[config.mk]
export PLATFORM = sky130hd
export DESIGN_NAME = dest_reg_writeback_pipe
export DESIGN_NICKNAME = d
export VERILOG_FILES = /design/src/rtl/dest_reg_writeback_pipe.sv
export SDC_FILE = /design/constraint.sdc
export NUM_CORES = 1
export LEC_CHECK = 0
export ABC_AREA = 1
export BUFFER_PORTS_ARGS = -buffer_cell sky130_fd_sc_hd__buf_2
export CAP_MARGIN = 30
export CORE_MARGIN = 1.5
export CORE_UTILIZATION = 44
export CTS_CLUSTER_SIZE = 30
export DETAILED_ROUTE_END_ITERATION = 8
export MAX_ROUTING_LAYER = met4
export PLACE_DENSITY = 0.75
export SLEW_MARGIN = 10
export SYNTH_ARGS = -nofsm -noshare
export SYNTH_HDL_FRONTEND = slang
export SYNTH_SLANG_ARGS = --single-unit
[constraint.sdc]
create_clock -name Clk -period 1.65 [get_ports Clk]
set_clock_uncertainty 0.15 [all_clocks]
set_input_delay 0.495 -clock Clk [delete_from_list [all_inputs] [get_ports Clk]]
set_output_delay 0.495 -clock Clk [all_outputs]
set_load 0.02 [all_outputs]
[src/rtl/dest_reg_writeback_pipe.sv]
// Destination-register writeback pipe.
// Carries the decoded write-register index and its RegWrite flag through
// DEPTH stages (EX, MEM, WB). At WB the index is decoded into a one-hot
// register-file write enable. Each stage also reports whether it holds a
// pending write to the decode-stage source registers, so that the hazard and
// forwarding logic can use it.

// One pipeline entry {v, dst} plus its source-match compare.
module dest_reg_writeback_stage #(
  parameter int REG_BITS = 5
) (
  input  logic                Clk,
  input  logic                Reset,
  input  logic                Stall,
  input  logic                v_i,
  input  logic [REG_BITS-1:0] dst_i,
  input  logic [REG_BITS-1:0] RsIdx,
  input  logic [REG_BITS-1:0] RtIdx,
  output logic                v_o,
  output logic [REG_BITS-1:0] dst_o,
  output logic                rs_hit_o,
  output logic                rt_hit_o
);

  logic                v_q,   v_d;
  logic [REG_BITS-1:0] dst_q, dst_d;

  // Next state: hold on stall, otherwise take the upstream entry.
  always_comb begin
    v_d   = v_q;
    dst_d = dst_q;
    if (!Stall) begin
      v_d   = v_i;
      dst_d = dst_i;
    end
  end

  // Entry register. Reset clears it at once, even in the middle of a stall.
  always_ff @(posedge Clk or posedge Reset) begin
    if (Reset) begin
      v_q   <= 1'b0;
      dst_q <= '0;
    end else begin
      v_q   <= v_d;
      dst_q <= dst_d;
    end
  end

  // Match flags. v is never set for r0, so a zero source index cannot hit.
  always_comb begin
    rs_hit_o = v_q & (dst_q == RsIdx);
    rt_hit_o = v_q & (dst_q == RtIdx);
  end

  assign v_o   = v_q;
  assign dst_o = dst_q;

endmodule

module dest_reg_writeback_pipe #(
  parameter int REG_BITS = 5,
  parameter int DEPTH    = 3
) (
  input  logic                     Clk,
  input  logic                     Reset,
  input  logic                     Stall,
  input  logic                     Flush,
  input  logic                     InRegWrite,
  input  logic [REG_BITS-1:0]      InDst,
  input  logic [REG_BITS-1:0]      RsIdx,
  input  logic [REG_BITS-1:0]      RtIdx,
  output logic [(2**REG_BITS)-1:0] WrEn,
  output logic [REG_BITS-1:0]      WrDst,
  output logic                     WrValid,
  output logic [DEPTH-1:0]         RsHit,
  output logic [DEPTH-1:0]         RtHit
);

  localparam int NREGS = 2**REG_BITS;

  // Inputs to each stage, and the state each stage holds.
  logic [DEPTH-1:0]               in_v;
  logic [DEPTH-1:0][REG_BITS-1:0] in_dst;
  logic [DEPTH-1:0]               stg_v;
  logic [DEPTH-1:0][REG_BITS-1:0] stg_dst;

  // Stage 0 capture. A flush makes this entry a bubble. A write to r0 is
  // dropped. The index is kept in both cases, so WrDst still shows it.
  always_comb begin
    in_v[0]   = InRegWrite & ~Flush & (InDst != '0);
    in_dst[0] = InDst;
  end

  genvar i;
  generate
    for (i = 1; i < DEPTH; i++) begin : g_chain
      assign in_v[i]   = stg_v[i-1];
      assign in_dst[i] = stg_dst[i-1];
    end

    for (i = 0; i < DEPTH; i++) begin : g_stage
      dest_reg_writeback_stage #(.REG_BITS(REG_BITS)) u_stage (
        .Clk      (Clk),
        .Reset    (Reset),
        .Stall    (Stall),
        .v_i      (in_v[i]),
        .dst_i    (in_dst[i]),
        .RsIdx    (RsIdx),
        .RtIdx    (RtIdx),
        .v_o      (stg_v[i]),
        .dst_o    (stg_dst[i]),
        .rs_hit_o (RsHit[i]),
        .rt_hit_o (RtHit[i])
      );
    end
  endgenerate

  assign WrDst   = stg_dst[DEPTH-1];
  assign WrValid = stg_v[DEPTH-1];

  genvar n;
  generate
    for (n = 0; n < NREGS; n++) begin : g_dec
      // One-hot decode of the WB index. All bits are zero when WB is empty.
      assign WrEn[n] = WrValid & (WrDst == REG_BITS'(n));
    end
  endgenerate

endmodule

==> summary.txt, run 1 <==
Outcome
  – Status: finished with violations
  – Failing checks: setup timing

Synthesis
  – Yosys reg bits: 18
  – Number of synthesized flops with an enable pin: 0
  – Top FF cell, synth: dfrtp_1
  – Commonest cells post-synth: nand2_1, nor2_1, inv_1
  – Most frequent cell after synthesis: nand2_1
  – Sequential share of the synthesized area: 0.302
  – Biggest area consumer among synthesized cells: dfrtp_1
  – Number of distinct library cells after synthesis: 14
  – Synth Instances: 271
  – Area of the mapped netlist: 1490 sq um
  – Syn nets: roughly 290
  – Ys async rst share: 1.00
  – Top post-synthesis cells by area: dfrtp_1, nand2_1, nor2_1
  – Ys Warns: 0
  – Avg Inst Size Synth: 5.51 sq um
  – Synth top area share: 0.302

GRT
  – Vias in the first global route: between 1500 and 2000
  – First-pass GRT wire length: 7250 um
  – Global Route Usage Sum: 0.267
  – Grt ovf: 0
  – Largest net degree at the start of global routing: 19
  – Initial antenna violation count: 0

Route
  – Routed len/inst: ~22 um
  – Vias per cell: 6.26
  – Detailed Route WL: 9080 um
  – DRC violations left: 0
  – Drt first pass iters: 8
  – Antenna Violating Nets Remaining: 0
  – DR vias: 2554
  – 1st-iter DRT viols: 302

Timing
  – Relative slew slack: 0.802
  – WHS: 0.0320 ns
  – Final min period: about 2.3 ns
  – Worst Tran Pin Value: 0.296 ns
  – Max Fclk: roughly 440 MHz
  – Final setup fails: 41
  – Final worst setup slack: -0.636 ns
  – Setup TNS: -19.58 ns
  – Hold violation count in the final report: 0
  – RSZ-0062 raised after global routing: true
  – Tcrit/Tclk final: 1.39
  – Max-slew violation count: 0

Power
  – Flop pwr share: 0.296
  – Peak supply drop: 0.577 mV
  – Switching part of the total: 0.461
  – Power Dens Cells: 660 nW/um^2
  – Lkg Pwr: 1.49 nW
  – Int Pwr: 1.06 mW
  – Comb power frac: 0.558
  – Total power: roughly 2.0 mW
  – Clock power share: 0.146
  – P_sw: ~0.9 mW

Die
  – Chip width: around 60 um
  – Site Rows: 20
  – Starting Density: 0.477
  – Die Ht: around 61 um
  – Die Area: 3750 sq um
  – IO Count: 64
  – Total core area: between 3000 and 4000 sq um

Setup path
  – Worst Setup Start Kind: flop
  – Worst EP arrival: 1.64 ns
  – Worst reg2reg startpoint: g_stage[2].u_stage.dst_o[3]
  – CP Max Fanout: 6
  – Register-to-register setup slack: 0.50 ns
  – Crit Path Category: reg -> out
  – RR Endpoint: g_stage[2].u_stage.dst_o[3]
  – Worst reg-to-reg path cell count: 3
  – Worst Path Required: 1.00 ns
  – CP endpoint kind: output port

Clocking
  – H-tree levels: 1
  – Hold_buf cts: 0
  – CTS tree: yes
  – Clk slew on worst S/H paths: 0.11 ns
  – Root Driver: clkbuf_4
  – CTS Sinks: 18
  – Num CTS Buffers: 3
  – CTS Buffer Depth: 2
  – Clock Latency Late Sink: ~0.31 ns

Flow run
  – Max-Cap Viols: 0

Layout
  – Ant diodes: 0
  – Final #Nets: 385
  – Finished Cell Area: 2980 sq um
  – Final core occ: 0.952
  – Share of cells above drive strength 1: 0.538
  – Synthesis-to-finish area growth: 99.6%
  – Fin cells: about 410

Place
  – Placed insts: 383
  – I/O Buffers: 63
  – Placed inst area: between 2000 and 2500 sq um
  – DP HPWL: around 3500 um
  – GP Congestion: between 0.8 and 0.9
  – Worst slack, placed: -0.269 ns

Hold path
  – Class of the worst hold path: in -> async
==> power groups by stage <==
| stage | Clock, mW | Combinational (mW) | Sequential (mW) |
|---|---|---|---|
| final | 0.287 | 1.10 | 0.581 |
| after global routing | 0.299 | 1.13 | 0.584 |
| after CTS | 0.285 | 0.711 | 0.572 |
| after detailed placement | 0 | 0.659 | 0.575 |
| after global placement | 0 | 0.649 | 0.574 |
| after floorplan | 0 | 0.440 | 0.584 |
==> final cells by class <==
class,instances,area [sq um]
multi-input combinational,207,1300
timing repair buffer,102,991
inverter,33,143
clock buffer,4,36.3
sequential,18,458
tap,44,55.1
fill,80,149
==> critical path, stage by stage (launching register included) <==
cell and delay (ns):
dfrtp_2 0.50, inv_2 0.10, nand2_1 0.09, nand2_1 0.09
nor2_2 0.15, nand2_1 0.11, nor2_2 0.17, buf_6 0.14
==> layout by cell type, fill, tap and decap left out <==
| master | n |
|---|---|
| nand2_1 | 92 |
| o21ai_0 | 16 |
| buf_6 | 50 |
| a21oi_1 | 2 |
| nand3_1 | 1 |
| dfrtp_2 | 6 |
| clkinvlp_4 | 1 |
| nand2_2 | 5 |
| nor2_2 | 9 |
| inv_1 | 20 |
| inv_2 | 8 |
| buf_12 | 7 |
| clkbuf_4 | 3 |
| nor2_4 | 38 |
| buf_4 | 25 |
| clkbuf_8 | 1 |
| dfrtp_1 | 12 |
| nand2_4 | 17 |
| buf_2 | 20 |
| inv_8 | 1 |
| nand4_1 | 6 |
| nand2_8 | 2 |
| nor2_1 | 19 |
| inv_4 | 3 |
==> routing by layer <==
metal,vias up,wire (um),share of wire,global-route usage
li1,997,-,-,-
met1,1147,3150,0.35,0.332
met2,303,4050,0.45,0.460
met3,107,1140,0.12,0.0378
met4,0,754,0.083,0.0590
met5,-,0,0,-
==> how the worst max path moves through the flow <==
stage / slack (ns) / cells after the start / to / from
global route: -0.72 / 7 / RtHit[2] / g_stage[2].u_stage.dst_o[0]
CTS: -0.45 / 5 / WrEn[10] / g_stage[2].u_stage.dst_o[1]
detailed placement: -0.27 / 8 / RtHit[1] / RtIdx[4]
finish: -0.64 / 7 / RtHit[2] / g_stage[2].u_stage.dst_o[3]
global placement: -0.24 / 7 / RtHit[2] / RtIdx[0]
floorplan: -0.04 / 5 / WrEn[5] / g_stage[2].u_stage.dst_o[0]
==> timing repair <==
item,in CTS,in global routing
endpoints found under the setup margin,42,44
pin swaps,3,40
gates cloned,0,0
buffers inserted,3,18
resized for setup,44,96
==> cell families after synthesis <==
logic type | share of synthesized area
flops | 0.302
simple gates | 0.498
buf+inv | 0.140
compound gates | 0.0604
==> state kept, by name (all words and copies together) (netlist names) <==
| signal | count |
|---|---|
| g_stage.u_stage.dst_o | 15 |
| g_stage.u_stage.v_o | 3 |
No activity file was read; power rests on OpenSTA's default activity.
==> run 2: changes to the inputs <==
Settings changed: CTS_CLUSTER_SIZE 30 to unset.
Clock period 1.65 ns to 2.4 ns, I/O delays scaled along.
==> run 2 against run 1 <==
The run now ends clean. Setup slack improved by 0.69 ns. Hold slack improved by 0.32 ns. Power decreased by 57%. Final area decreased by 38%. Final cell count decreased by 9.6%. Via count decreased by 33%. Clock power decreased by 47%. Critical path type is now in -> out. Combinational power decreased by 73%. Sequential share of layout area increased by 9.4 points.
==> summary.txt, run 2 (synthesis gave the netlist of run 1 again) <==
Setup path
  – Crit Path Category: in -> out
  – CP Max Fanout: 4
  – Register-to-register setup slack: 1.37 ns
  – CP startpoint: RsIdx[0]
  – Largest delay share family, worst path: buffers and inverters
  – Worst EP arrival: about 1.5 ns
  – CP max-delay cell: buf_2
  – RR Endpoint: g_stage[2].u_stage.dst_o[3]
  – Crit path depth: 7
  – CP endpoint kind: output port
  – Crit path to: RsHit[0]
  – Worst reg2reg startpoint: g_stage[2].u_stage.dst_o[3]
  – CP dominant cell by count: nor2_1
  – CP Cell Sequence: buf_2 -> inv_1 -> nor2_1 -> nor2_1 -> nand2_1 -> nor2_1 -> buf_2
  – Crit-path max cell delay: 0.18 ns
  – Worst Setup Start Kind: input pin
  – Buf/Inv on CP: 3
  – Worst reg-to-reg path cell count: 3
  – Worst Path Required: approximately 1.5 ns

GRT
  – Initial antenna violation count: 0
  – Grt ovf: 0
  – Global Route Usage Sum: 0.209
  – Vias in the first global route: 1359
  – First-pass GRT wire length: 5660 um
  – Largest net degree at the start of global routing: 37

Power
  – Lkg Pwr: 1.08 nW
  – Peak supply drop: 0.294 mV
  – Total power: 0.838 mW
  – Power Dens Cells: ~460 nW/um^2

Layout
  – Final core occ: 0.588
  – Share of cells above drive strength 1: 0.268
  – Most common cell after layout, fill and taps aside: nand2_1
  – Ant diodes: 0
  – Max FFs per register: 15
  – Fin cells: 369
  – Finished Cell Area: between 1500 and 2000 sq um
  – Most frequent cells in the layout: nand2_1, buf_2, nor2_1, inv_1, o21ai_0
  – Final #Nets: between 300 and 400
  – Synthesis-to-finish area growth: 23.3%

Place
  – DP HPWL: about 3000 um
  – Worst slack, placed: 0.0577 ns
  – GP Congestion: between 0.8 and 0.9
  – Placed inst area: 1780 sq um
  – I/O Buffers: 63
  – Placed insts: between 300 and 400

Route
  – Drt first pass iters: 5
  – DR vias: roughly 1700
  – 1st-iter DRT viols: 61
  – Detailed Route WL: 3650 um
  – Antenna Violating Nets Remaining: 0
  – Routed len/inst: 9.88 um
  – DRC violations left: 0
  – Vias per cell: approximately 4.6

Timing
  – Hold violation count in the final report: 0
  – WHS: around 0.36 ns
  – Max-slew violation count: 0
  – Max Fclk: 426 MHz
  – Setup TNS: 0 ns
  – Worst Tran Pin Value: 0.686 ns
  – Final worst setup slack: 0.0517 ns
  – Relative slew slack: 0.542
  – Final min period: around 2.3 ns
  – Final setup fails: 0
  – Tcrit/Tclk final: 0.978

Clocking
  – CTS tree: yes
  – Num CTS Buffers: 3
  – CTS Buffer Depth: 2
  – H-tree levels: 1
  – Clk slew on worst S/H paths: 0.10 ns
  – Root Driver: clkbuf_4
  – Clock Latency Late Sink: 0.30 ns
  – CTS Sinks: 18
  – Hold_buf cts: 0

Die
  – Die Area: 3750 sq um
  – IO Count: 64
  – Starting Density: 0.477
  – Die Ht: 61.2 um
  – Chip width: 61.2 um
  – Total core area: 3130 sq um
  – Site Rows: 20

Outcome
  – Status: finished clean

Hold path
  – Class of the worst hold path: in -> async

Flow run
  – Max-Cap Viols: 0
## run 2: cell types whose count changed in the layout (fill, tap and decap cells not counted), moves of 3 or more
cell     delta
nor2_4     -37
buf_12      -7
nor2_1     +36
nand2_1    +22
buf_4      -21
buf_2      +40
nand2_4    -17
inv_1      +10
inv_4       -3
buf_6      -50
nand2_2     -3
inv_2       -5
## run 2: per-layer routing
metal  track usage  wire length (um)  part of all wire
met4        0.0870                76             0.021
met5             -                 0                 0
met3        0.0189               270             0.074
met1         0.244              1640              0.45
met2         0.365              1660              0.46
## run 2: repair_timing
item | 4_1_cts | 5_1_grt
setup buffers | 0 | 1
gates resized for setup | 1 | 15
endpoints found under the setup margin | 5 | 34
## run 2: area by class of cell
| type | instances | area, sq um |
|---|---|---|
| multi-input cells | 207 | 853 |
| flip-flops and latches | 18 | 455 |
| inverters | 33 | 124 |
| clock buffers | 3 | 22.5 |
| fillers | 314 | 1290 |
| repair buffers | 64 | 330 |
| well taps | 44 | 55.1 |
## run 2: worst min path at each step
stage	start	to	slack (ns)	cells past startpoint
floorplan	g_stage[0].u_stage.dst_o[1]	g_stage[0].u_stage.dst_o[1]	0.35	2
global placement	g_stage[1].u_stage.dst_o[4]	g_stage[1].u_stage.dst_o[4]	0.37	2
detailed placement	g_stage[0].u_stage.dst_o[3]	g_stage[0].u_stage.dst_o[3]	0.38	2
CTS	Reset	g_stage[0].u_stage.dst_o[3]	0.38	2
global route	Reset	g_stage[0].u_stage.dst_o[3]	0.41	2
finish	Reset	g_stage[0].u_stage.dst_o[3]	0.36	2
## run 2: worst reg2reg max path, delay by kind of cell (launching register included)
family / cells / cell delay [ns]
simple gates: 1 / 0.05
flops: 1 / 0.46
compound gates: 1 / 0.07
buf+inv: 1 / 0.16
## run 2: power by group
group	internal (mW)	switching, mW
clock network	0.0585	0.0947
registers	0.337	0.0495
logic	0.0992	0.199
==> run 3: changes to the inputs <==
Settings changed: CORE_MARGIN 1.5 to unset.
==> run 3 against run 2 <==
Utilization is 0.72 points higher. Register-to-register slack improved by 0.04 ns. Fmax rose by 0.99%. Clock power rose by 26%. Sequential share of layout area down 0.30 points. Final area is 1.2% higher. Largest cell class unchanged. Highest routed layer unchanged.
==> summary.txt, run 3 (synthesis gave the netlist of run 1 again) <==
Outcome
  – Status: finished clean

Power
  – Power Dens Cells: 472 nW/um^2
  – Total power: just under 0.9 mW
  – Peak supply drop: 0.302 mV
  – Lkg Pwr: roughly 1.1 nW

Clocking
  – CTS Buffer Depth: 2
  – H-tree levels: 1
  – Resize count post-CTS: 0
  – Clk slew on worst S/H paths: 0.11 ns
  – Root Driver: clkbuf_4
  – Post-CTS Setup Repair Bufs: 0
  – Hold_buf cts: 0
  – Clock Latency Late Sink: 0.30 ns
  – CTS Sinks: 18
  – CTS tree: yes
  – Num CTS Buffers: 3

Place
  – I/O Buffers: 63
  – DP HPWL: roughly 2900 um
  – Worst slack, placed: 0.0548 ns
  – GP Congestion: roughly 0.90
  – Placed insts: 366

Layout
  – Final #Nets: between 300 and 400
  – Most frequent cells in the layout: nand2_1, buf_2, nor2_1, inv_1, o21ai_0
  – Ant diodes: 0
  – Max FFs per register: 15
  – Fin cells: 370
  – Most common cell after layout, fill and taps aside: nand2_1
  – Synthesis-to-finish area growth: 24.8%
  – Share of cells above drive strength 1: 0.270

Timing
  – Final min period: 2.33 ns
  – Relative slew slack: 0.546
  – Final worst setup slack: 0.0747 ns
  – Hold violation count in the final report: 0
  – Final setup fails: 0
  – Max Fclk: 430 MHz
  – Setup TNS: 0 ns
  – Max-slew violation count: 0
  – Tcrit/Tclk final: 0.969
  – Worst Tran Pin Value: 0.680 ns

Die
  – Starting Density: 0.477
  – Site Rows: 20
  – Chip width: 60.2 um
  – IO Count: 64
  – Die Ht: 60.2 um
  – Die Area: ~3600 sq um
  – Total core area: 3130 sq um

GRT
  – Global Route Usage Sum: 0.213
  – First-pass GRT wire length: 5700 um
  – Vias in the first global route: 1351
  – Grt ovf: 0
  – Largest net degree at the start of global routing: 37
  – Initial antenna violation count: 0

Route
  – Vias per cell: 4.64
  – Drt first pass iters: 5
  – Antenna Violating Nets Remaining: 0
  – 1st-iter DRT viols: 53
  – Routed len/inst: between 9 and 10 um
  – DRC violations left: 0
  – DR vias: 1716
  – Detailed Route WL: 3640 um

Setup path
  – Worst reg-to-reg path cell count: 3
  – Worst Path Required: 1.53 ns
  – Worst Setup Start Kind: input pin
  – Crit Path Category: in -> out
  – CP Max Fanout: 4
  – Worst EP arrival: 1.46 ns
  – Register-to-register setup slack: 1.41 ns
  – RR Endpoint: g_stage[2].u_stage.dst_o[0]
  – Worst reg2reg startpoint: g_stage[2].u_stage.dst_o[0]
  – CP endpoint kind: output port

Hold path
  – Class of the worst hold path: in -> async

Flow run
  – Max-Cap Viols: 0
[run 3: cell count changes in the layout (fill, tap and decap cells not counted)]
cell      change
nor2_1        +1
buf_4         -3
inv_1         -1
clkbuf_8      +1
inv_2         +1
buf_6         +3
nor2_2        -1
[run 3: how the worst max path moves through the flow]
stage                     cells past startpoint                        start  slack (ns)       end
after global placement                        7                     RtIdx[0]        0.05  RtHit[0]
after detailed placement                      7                     RtIdx[0]        0.05  RtHit[2]
after CTS                                     4  g_stage[2].u_stage.dst_o[4]        0.03   WrEn[4]
final                                         8                     RtIdx[4]        0.07  RtHit[2]
after global routing                          8                     RtIdx[4]       -0.01  RtHit[0]
after floorplan                               6                     RtIdx[0]        0.31  RtHit[0]
[run 3: layout make-up]
class / instances / area, sq um
well taps: 44 / 55.1
multi-input cells: 207 / 851
fillers: 331 / 1260
inverters: 33 / 124
repair buffers: 64 / 342
clock buffers: 4 / 36.3
flip-flops and latches: 18 / 455
[run 3: power breakdown]
part           total (mW)  switching (mW)  internal, mW
Sequential          0.384          0.0469         0.337
Combinational       0.302           0.201         0.101
Clock               0.193           0.101        0.0925
Total               0.880           0.349         0.531
[run 3: through the flow]
step           instance area (sq um)  hold WS (ns)  utilization
3_5_place_dp                    1790         0.378        0.571
5_1_grt                         1860         0.402        0.596
6_report                        1860         0.349        0.596
2_1_floorplan                   1490         0.346            -
3_3_place_gp                    1790         0.374        0.571
4_1_cts                         1820         0.384        0.582
[run 3: critical path, stage by stage]
cell and delay, ns:
buf_2 0.11, inv_1 0.06, nand2_1 0.05, nand2_1 0.05
nor2_1 0.10, nand2_1 0.07, nor2_2 0.15, buf_6 0.13
[run 3: layer usage]
metal,track usage,part of all wire,vias to the layer above
li1,-,-,918
met1,0.255,0.46,729
met2,0.381,0.47,63
met3,0.0195,0.059,6
met4,0.0498,0.014,0
met5,-,0,-
